## src/rtl/sub_serial.sv

```systemverilog
// ----------------------------------------------------------------------------
// sub_serial
//   Chunk-serial subtractor. Computes y = a - b over NCHUNK clock cycles,
//   processing CHUNK_WIDTH bits per cycle, LSB chunk first, with a rippling
//   borrow held in a register between cycles.
//
//   Operands are extended to EXT_WIDTH = NCHUNK*CHUNK_WIDTH. They are
//   sign-extended only when both A_SIGNED and B_SIGNED are set; otherwise
//   they are zero-extended. Operands wider than EXT_WIDTH are truncated.
//
// Ports
//   clk         sole clock, rising edge
//   rst_n       asynchronous active-low reset
//   in_valid    operands a/b valid
//   in_ready    block idle and able to accept operands
//   a, b        minuend / subtrahend
//   out_valid   y / borrow_out valid (held until out_ready)
//   out_ready   consumer accepts the result
//   y           a - b truncated to Y_WIDTH
//   borrow_out  borrow out of the top bit of the extended width
// ----------------------------------------------------------------------------
module sub_serial #(
    parameter int A_SIGNED    = 0,
    parameter int B_SIGNED    = 0,
    parameter int A_WIDTH     = 1,
    parameter int B_WIDTH     = 1,
    parameter int Y_WIDTH     = 1,
    parameter int CHUNK_WIDTH = 8
) (
    input  logic               clk,
    input  logic               rst_n,
    input  logic               in_valid,
    output logic               in_ready,
    input  logic [A_WIDTH-1:0] a,
    input  logic [B_WIDTH-1:0] b,
    output logic               out_valid,
    input  logic               out_ready,
    output logic [Y_WIDTH-1:0] y,
    output logic               borrow_out
);

    localparam int NCHUNK    = (Y_WIDTH + CHUNK_WIDTH - 1) / CHUNK_WIDTH;
    localparam int EXT_WIDTH = NCHUNK * CHUNK_WIDTH;
    localparam int CNT_W     = (NCHUNK > 1) ? $clog2(NCHUNK) : 1;
    localparam bit SIGN_EXT  = (A_SIGNED != 0) && (B_SIGNED != 0);

    typedef enum logic [1:0] {
        S_IDLE = 2'd0,
        S_RUN  = 2'd1,
        S_DONE = 2'd2
    } state_t;

    state_t               state_q, state_d;
    logic [EXT_WIDTH-1:0] a_q, a_d;
    logic [EXT_WIDTH-1:0] b_q, b_d;
    logic [EXT_WIDTH-1:0] res_q, res_d;
    logic                 bor_q, bor_d;
    logic [CNT_W-1:0]     cnt_q, cnt_d;

    logic [EXT_WIDTH-1:0]   a_ext, b_ext;
    logic [CHUNK_WIDTH-1:0] a_k, b_k;
    logic [CHUNK_WIDTH:0]   diff;
    logic                   last_chunk;

    // Operand extension. The generate-if keeps out-of-range bit selects of
    // a/b from ever being elaborated.
    for (genvar i = 0; i < EXT_WIDTH; i++) begin : g_ext
        if (i < A_WIDTH) begin : g_a_in
            assign a_ext[i] = a[i];
        end else begin : g_a_pad
            assign a_ext[i] = SIGN_EXT ? a[A_WIDTH-1] : 1'b0;
        end
        if (i < B_WIDTH) begin : g_b_in
            assign b_ext[i] = b[i];
        end else begin : g_b_pad
            assign b_ext[i] = SIGN_EXT ? b[B_WIDTH-1] : 1'b0;
        end
    end

    // Input bits beyond EXT_WIDTH and result bits beyond Y_WIDTH are dropped
    // by design; fold them here so they are visibly consumed.
    logic unused_bits;
    assign unused_bits = ^{a, b, res_q};

    assign last_chunk = (cnt_q == CNT_W'(NCHUNK - 1));

    // State and datapath registers
    always_ff @(posedge clk or negedge rst_n) begin
        if (!rst_n) begin
            state_q <= S_IDLE;
            a_q     <= '0;
            b_q     <= '0;
            res_q   <= '0;
            bor_q   <= 1'b0;
            cnt_q   <= '0;
        end else begin
            state_q <= state_d;
            a_q     <= a_d;
            b_q     <= b_d;
            res_q   <= res_d;
            bor_q   <= bor_d;
            cnt_q   <= cnt_d;
        end
    end

    // Next-state logic
    always_comb begin
        state_d = state_q;
        unique case (state_q)
            S_IDLE: if (in_valid)   state_d = S_RUN;
            S_RUN:  if (last_chunk) state_d = S_DONE;
            S_DONE: if (out_ready)  state_d = S_IDLE;
            default:                state_d = S_IDLE;
        endcase
    end

    // FSM outputs
    always_comb begin
        in_ready  = (state_q == S_IDLE);
        out_valid = (state_q == S_DONE);
    end

    // Chunk select: pick the active CHUNK_WIDTH slice of each operand
    always_comb begin
        a_k = '0;
        b_k = '0;
        for (int k = 0; k < NCHUNK; k++) begin
            if (cnt_q == CNT_W'(k)) begin
                a_k = a_q[k*CHUNK_WIDTH +: CHUNK_WIDTH];
                b_k = b_q[k*CHUNK_WIDTH +: CHUNK_WIDTH];
            end
        end
    end

    // One extra bit on the left captures the borrow: a negative chunk
    // difference wraps and sets the MSB.
    assign diff = {1'b0, a_k} - {1'b0, b_k} - {{CHUNK_WIDTH{1'b0}}, bor_q};

    // Datapath next-state
    always_comb begin
        a_d   = a_q;
        b_d   = b_q;
        res_d = res_q;
        bor_d = bor_q;
        cnt_d = cnt_q;
        if (state_q == S_IDLE) begin
            if (in_valid) begin
                a_d   = a_ext;
                b_d   = b_ext;
                bor_d = 1'b0;
                cnt_d = '0;
            end
        end else if (state_q == S_RUN) begin
            for (int k = 0; k < NCHUNK; k++) begin
                if (cnt_q == CNT_W'(k)) begin
                    res_d[k*CHUNK_WIDTH +: CHUNK_WIDTH] = diff[CHUNK_WIDTH-1:0];
                end
            end
            bor_d = diff[CHUNK_WIDTH];
            if (!last_chunk) begin
                cnt_d = cnt_q + CNT_W'(1);
            end
        end
    end

    assign y          = res_q[Y_WIDTH-1:0];
    assign borrow_out = bor_q;

endmodule
```

## config.mk

```make
export PLATFORM = sky130hd
export DESIGN_NAME = sub_serial
export DESIGN_NICKNAME = d
export VERILOG_FILES = /design/src/rtl/sub_serial.sv
export SDC_FILE = /design/constraint.sdc
export NUM_CORES = 1
export LEC_CHECK = 0
export ABC_CLOCK_PERIOD_IN_PS = 1300
export BUFFER_PORTS_ARGS = -buffer_cell sky130_fd_sc_hd__buf_2
export CAP_MARGIN = 20
export CORE_AREA = 2 2 39 41
export CTS_BUF_LIST = sky130_fd_sc_hd__clkbuf_8
export DETAILED_ROUTE_END_ITERATION = 10
export DIE_AREA = 0 0 41 43
export PLACE_DENSITY = 0.38
export REMOVE_ABC_BUFFERS = 1
export SYNTH_ARGS = -nofsm -noshare
export SYNTH_HDL_FRONTEND = slang
export SYNTH_SLANG_ARGS = --single-unit
```

## constraint.sdc

```tcl
create_clock -name clk -period 1.3 [get_ports clk]
set_input_delay 0.065 -clock clk [delete_from_list [all_inputs] [get_ports clk]]
set_output_delay 0.065 -clock clk [all_outputs]
set_load 0.02 [all_outputs]
```

---- Word-level counts from Yosys, hierarchy flattened ----
Index checks and enable logic that the tools add are counted.
storage, ports and cells
  input port bits ......................... 6
  output and inout bits ................... 4
  bits in registers ....................... 7
  logic and storage cells ................. 34
cells by class
  mux-type cells .......................... 12
  eq/ne operators ......................... 5
  bitwise logic cells ..................... 2
  reduce and logical (&&, ||, !) cells .... 6
  add/subtract/negate cells ............... 3
operators by type and width
  kind                                                 count
  subtractor 1 x 8 -> 9 bit                            1
  subtractor 9 x 1 -> 9 bit                            1
  2-to-1 mux 1 bit                                     8
  2-to-1 mux 2 bit                                     3
  one-hot mux 2 bit (3 select lines)                   1
  AND reduction 3 bit                                  2
  != test 2 bit, second input constant                 2
  AND reduction 2 bit                                  2
  equality test 2 x 1 -> 1 bit, second input constant  1
  equality test 2 bit, second input constant           1
  logical NOT 2 bit                                    1
  != test 2 x 1 -> 1 bit, second input constant        1
  NOT 1 bit                                            2
  nonzero test 2 bit                                   1
  adder 1 bit, second input constant                   1

---- Logic depth before layout (Yosys ltp) ----
  word-level depth ........................ 5
  depth in mapped cells ................... 4
  mapped depth without buffers ............ 4

---- Least setup slack after synthesis ----
No wires, ideal clock.
  kind .................................... flip-flop to flip-flop
  start ................................... register bor_q, in the netlist borrow_out
  end ..................................... register res_q[0]
  stages on the path, launching flop included .. 3
  path buffers ............................ 0
  clock period less this slack ............ 1.184 ns
  library setup time ...................... 0.124 ns
  required time ........................... 1.176 ns
  setup slack ............................. 0.116 ns
  data arrival time ....................... 1.060 ns
  cells stage by stage .................... dfrtp_1 > fa_1 > mux2i_1
between the ends
  cells in the longest elaborated chain, start to end .. 1
ends and longest elaborated chain
  what                       RTL line  RTL
  start: declaration         57        logic bor_q, bor_d;
  start signal: assignment   101       bor_q <= bor_d;
  subtractor 9 x 1 -> 9 bit  137       assign diff = {1'b0, a_k} - {1'b0, b_k} - {{CHUNK_WIDTH{1'b0}}, bor_q};
  end signal: assignment     100       res_q <= res_d;
  end: declaration           56        logic [EXT_WIDTH-1:0] res_q, res_d;
No other way between the ends.
A chain may end at the register's enable or synchronous reset.

---- Worst setup path after layout ----
  start ................................... register state_q[0]
  end ..................................... register a_q[0]
between the ends
  cells in the longest elaborated chain, start to end .. 2
ends and longest elaborated chain
  what                           RTL line  RTL
  start: declaration             53        state_t state_q, state_d;
  start signal: assignment       97        state_q <= state_d;
  logical NOT 2 bit              146       if (state_q == S_IDLE) begin
  AND reduction 2 bit (no line)  -
  end signal: assignment         91        a_q <= '0;
  end signal: assignment         98        a_q <= a_d;
  end: declaration               54        logic [EXT_WIDTH-1:0] a_q, a_d;
No other way between the ends.

==> out/summary.txt <==
Status: completed
CP max FO: 5
CP required: 1400 ps
Routed vias: 195
Clock Skews: 0.3015 ps
Number of cells on the critical path: 2
Xor and xnor area share after synthesis: 0
Data arrival, critical path: 1250 ps
Dpl hpwl: 451.5 um
Cell leakage power: 0.2083 nW
Vias in the first global route: 259
WL met1: 195 um
Net count, final: 43
Yosys top cell by area: dfrtp_1
Post-Route Utilization: 0.2875
DIE HEIGHT: 43 um
Switching Share: 0.3557
Pins Over Slew Limit: 0
Tightest Pin Transition: 223.6 ps
# setup viols final: 0
Worst-path cell chain: nor3b_4, mux2_4
Share of layout cells above drive strength 1: 0.4412
Area of placed instances: 346.6 um2
CTS Buffer Depth: 2
Clock share of power: 0.267
Post-Syn Area: 281.5 um2
Highest clock rate: 871.2 MHz
Post-CTS setup buffers: 0
Compound-Gate Fraction of Synth Area: 0.07556
Largest family of logic cells by synthesized area: multiplexers
Internal power: 667.1 uW
Multiplexer share of the synthesized area: 0.1422
First-pass GRT wire length: 959 um
Yosys cell types: 11
Total power: 1.036 mW
Worst path slowest cell: dfrtp_1
Clock insertion delay at the later pin of the skew report: 220 ps
Post-synthesis register bit count: 6
DRT iter0 DRCs: 0
Inserted Diodes: 0
Total CTS buffers: 3
Commonest cells after routing, fill and taps aside: buf_2 (9), dfrtp_1 (6), inv_1 (4), clkbuf_8 (3)
Final ANT Viol Nets: 0
WL final: 523 um
Met3 WL: 29 um
Hold path depth: 2
CP delay by family, top: flip-flops
Worst Hold Class: primary input to register
Unrepaired setup endpoints after global routing: no
Sequential element share of the synthesized area: 0.5333
Area Growth Syn to Fin: 41.33%
Setup TNS: 0 ps
Design area: 397.9 um2
Cts hold-fix bufs: 1
Reg2reg path depth: 2
Initial antenna violation count: 0
Reg power frac: 0.350
Top cell type's share of synthesized area: 0.5333
CP Class: register to register
Port Buf Inserts: 9
Core area: 1384 um2
Htree depth: 1
Maximum number of pins on one net before global-route repair: 7
Total Routing Usage GR: 0.08612
Crit share post-route: 0.8829
Initial Util: 0.2034
CP max stage delay: 430 ps
Total gr overflow: 0
Crit start category: register
Maxcap violations: 0
Commonest non-fill, non-tap cell in the layout: buf_2
DR pass1 iterations: 1
YS warnings: 0
Critical path buffers and inverters: 0
Slew headroom: 0.8508
Area contributors post-synth: dfrtp_1 (53%), mux2_4 (11%), fa_1 (7.1%), nor3b_4 (6.7%), inv_1 (5.3%)
Routed length on met2: 298 um
DRC violations left: 0
DR vias/cell: 3.900
Post-synthesis cell count: 21
Part of the power in combinational logic: 0.383
Post-synthesis adder-cell area fraction: 0.07111
Clock sinks: 6
Clock Pin Slew Worst Setup and Hold Paths: 40 ps
Peak VDD IR: 630.6 uV
GPL Wtd Cong: 0.7067
Sw Pwr: 368.4 uW
Fin. Hold Viols: 0
Die Area: 1763 um2
Wirelength per Cell: 10.46 um
PD cells: 2603 nW/um2
PostCTS Resize Cnt: 0
Top Ports: 10
Element type at the critical path end: register
CTS tree: yes
Synth Area in Simple Gates: 0.1244
Die width: 41 um
Hold slack final: 19.79 ps
Mean Syn Cell Area: 13.41 um2
Top routing layer used: met3
Clock root buffer: clkbuf_8
Tmin final: 1148 ps
Rows: 14
## cell families (layout without fill, tap and decap cells)
family,count (synthesis),after routing
buffers and inverters,4,17
adders and majority gates,1,1
DFF,6,6
AOI/OAI and AO/OA,3,3
muxes,3,3
and+or+nand+nor,4,4
## worst paths after layout
kind | slack [ps] | start | to
setup / recovery | 150 | state_q[0]$_DFFE_PN0P_ | a_q[0]$_DFFE_PN0P_
hold / removal | 20 | out_ready | state_q[1]$_DFFE_PN0P_
hold reg to reg | 520 | res_q[0]$_DFFE_PN0P_ | res_q[0]$_DFFE_PN0P_
setup reg to reg | 150 | state_q[0]$_DFFE_PN0P_ | a_q[0]$_DFFE_PN0P_
max in group asynchronous | 960 | rst_n | borrow_out$_DFFE_PN0P_
min in group asynchronous | 200 | rst_n | state_q[1]$_DFFE_PN0P_
## Yosys cell counts
| cell type | count |
|---|---|
| dfrtp_1 | 6 |
| o21ai_1 | 1 |
| nand2b_1 | 2 |
| mux2i_1 | 1 |
| o21bai_1 | 1 |
| fa_1 | 1 |
| nor3b_4 | 1 |
| o2bb2ai_1 | 1 |
| mux2_4 | 2 |
| inv_1 | 4 |
| nor2_1 | 1 |
## metrics by stage
stage                     cells  worst slack [ps]
final                        50             152.2
after floorplan              21             116.2
after CTS                    50             143.3
after global placement       46             166.9
after global routing         50             93.58
after detailed placement     46             153.4
## power groups by stage
| stage | logic, mW | registers (mW) | clock network, mW |
|---|---|---|---|
| after floorplan | 0.261 | 0.383 | 0 |
| after global placement | 0.396 | 0.361 | 0 |
| after detailed placement | 0.405 | 0.368 | 0 |
| after CTS | 0.409 | 0.366 | 0.285 |
| after global routing | 0.438 | 0.378 | 0.306 |
| final | 0.397 | 0.363 | 0.276 |
## flip-flops by register name, indices dropped and copies added, names as in the netlist
signal,count
state_q,2
borrow_out,1
res_q,1
a_q,1
b_q,1
## cell type report
class / count / area (um2)
inverters: 4 / 15.01
flip-flops and latches: 6 / 150.1
multi-input cells: 11 / 116.4
clock buffers: 3 / 41.29
repair buffers: 10 / 55.05
well taps: 16 / 20.02
fillers: 155 / 985.9
## layer usage
layer	vias to the layer above	GRT usage
met5	-	0
met4	0	0.08000
met3	0	0.03141
met2	5	0.1344
met1	96	0.07947
li1	94	-
(Power assumes the default switching activity.)
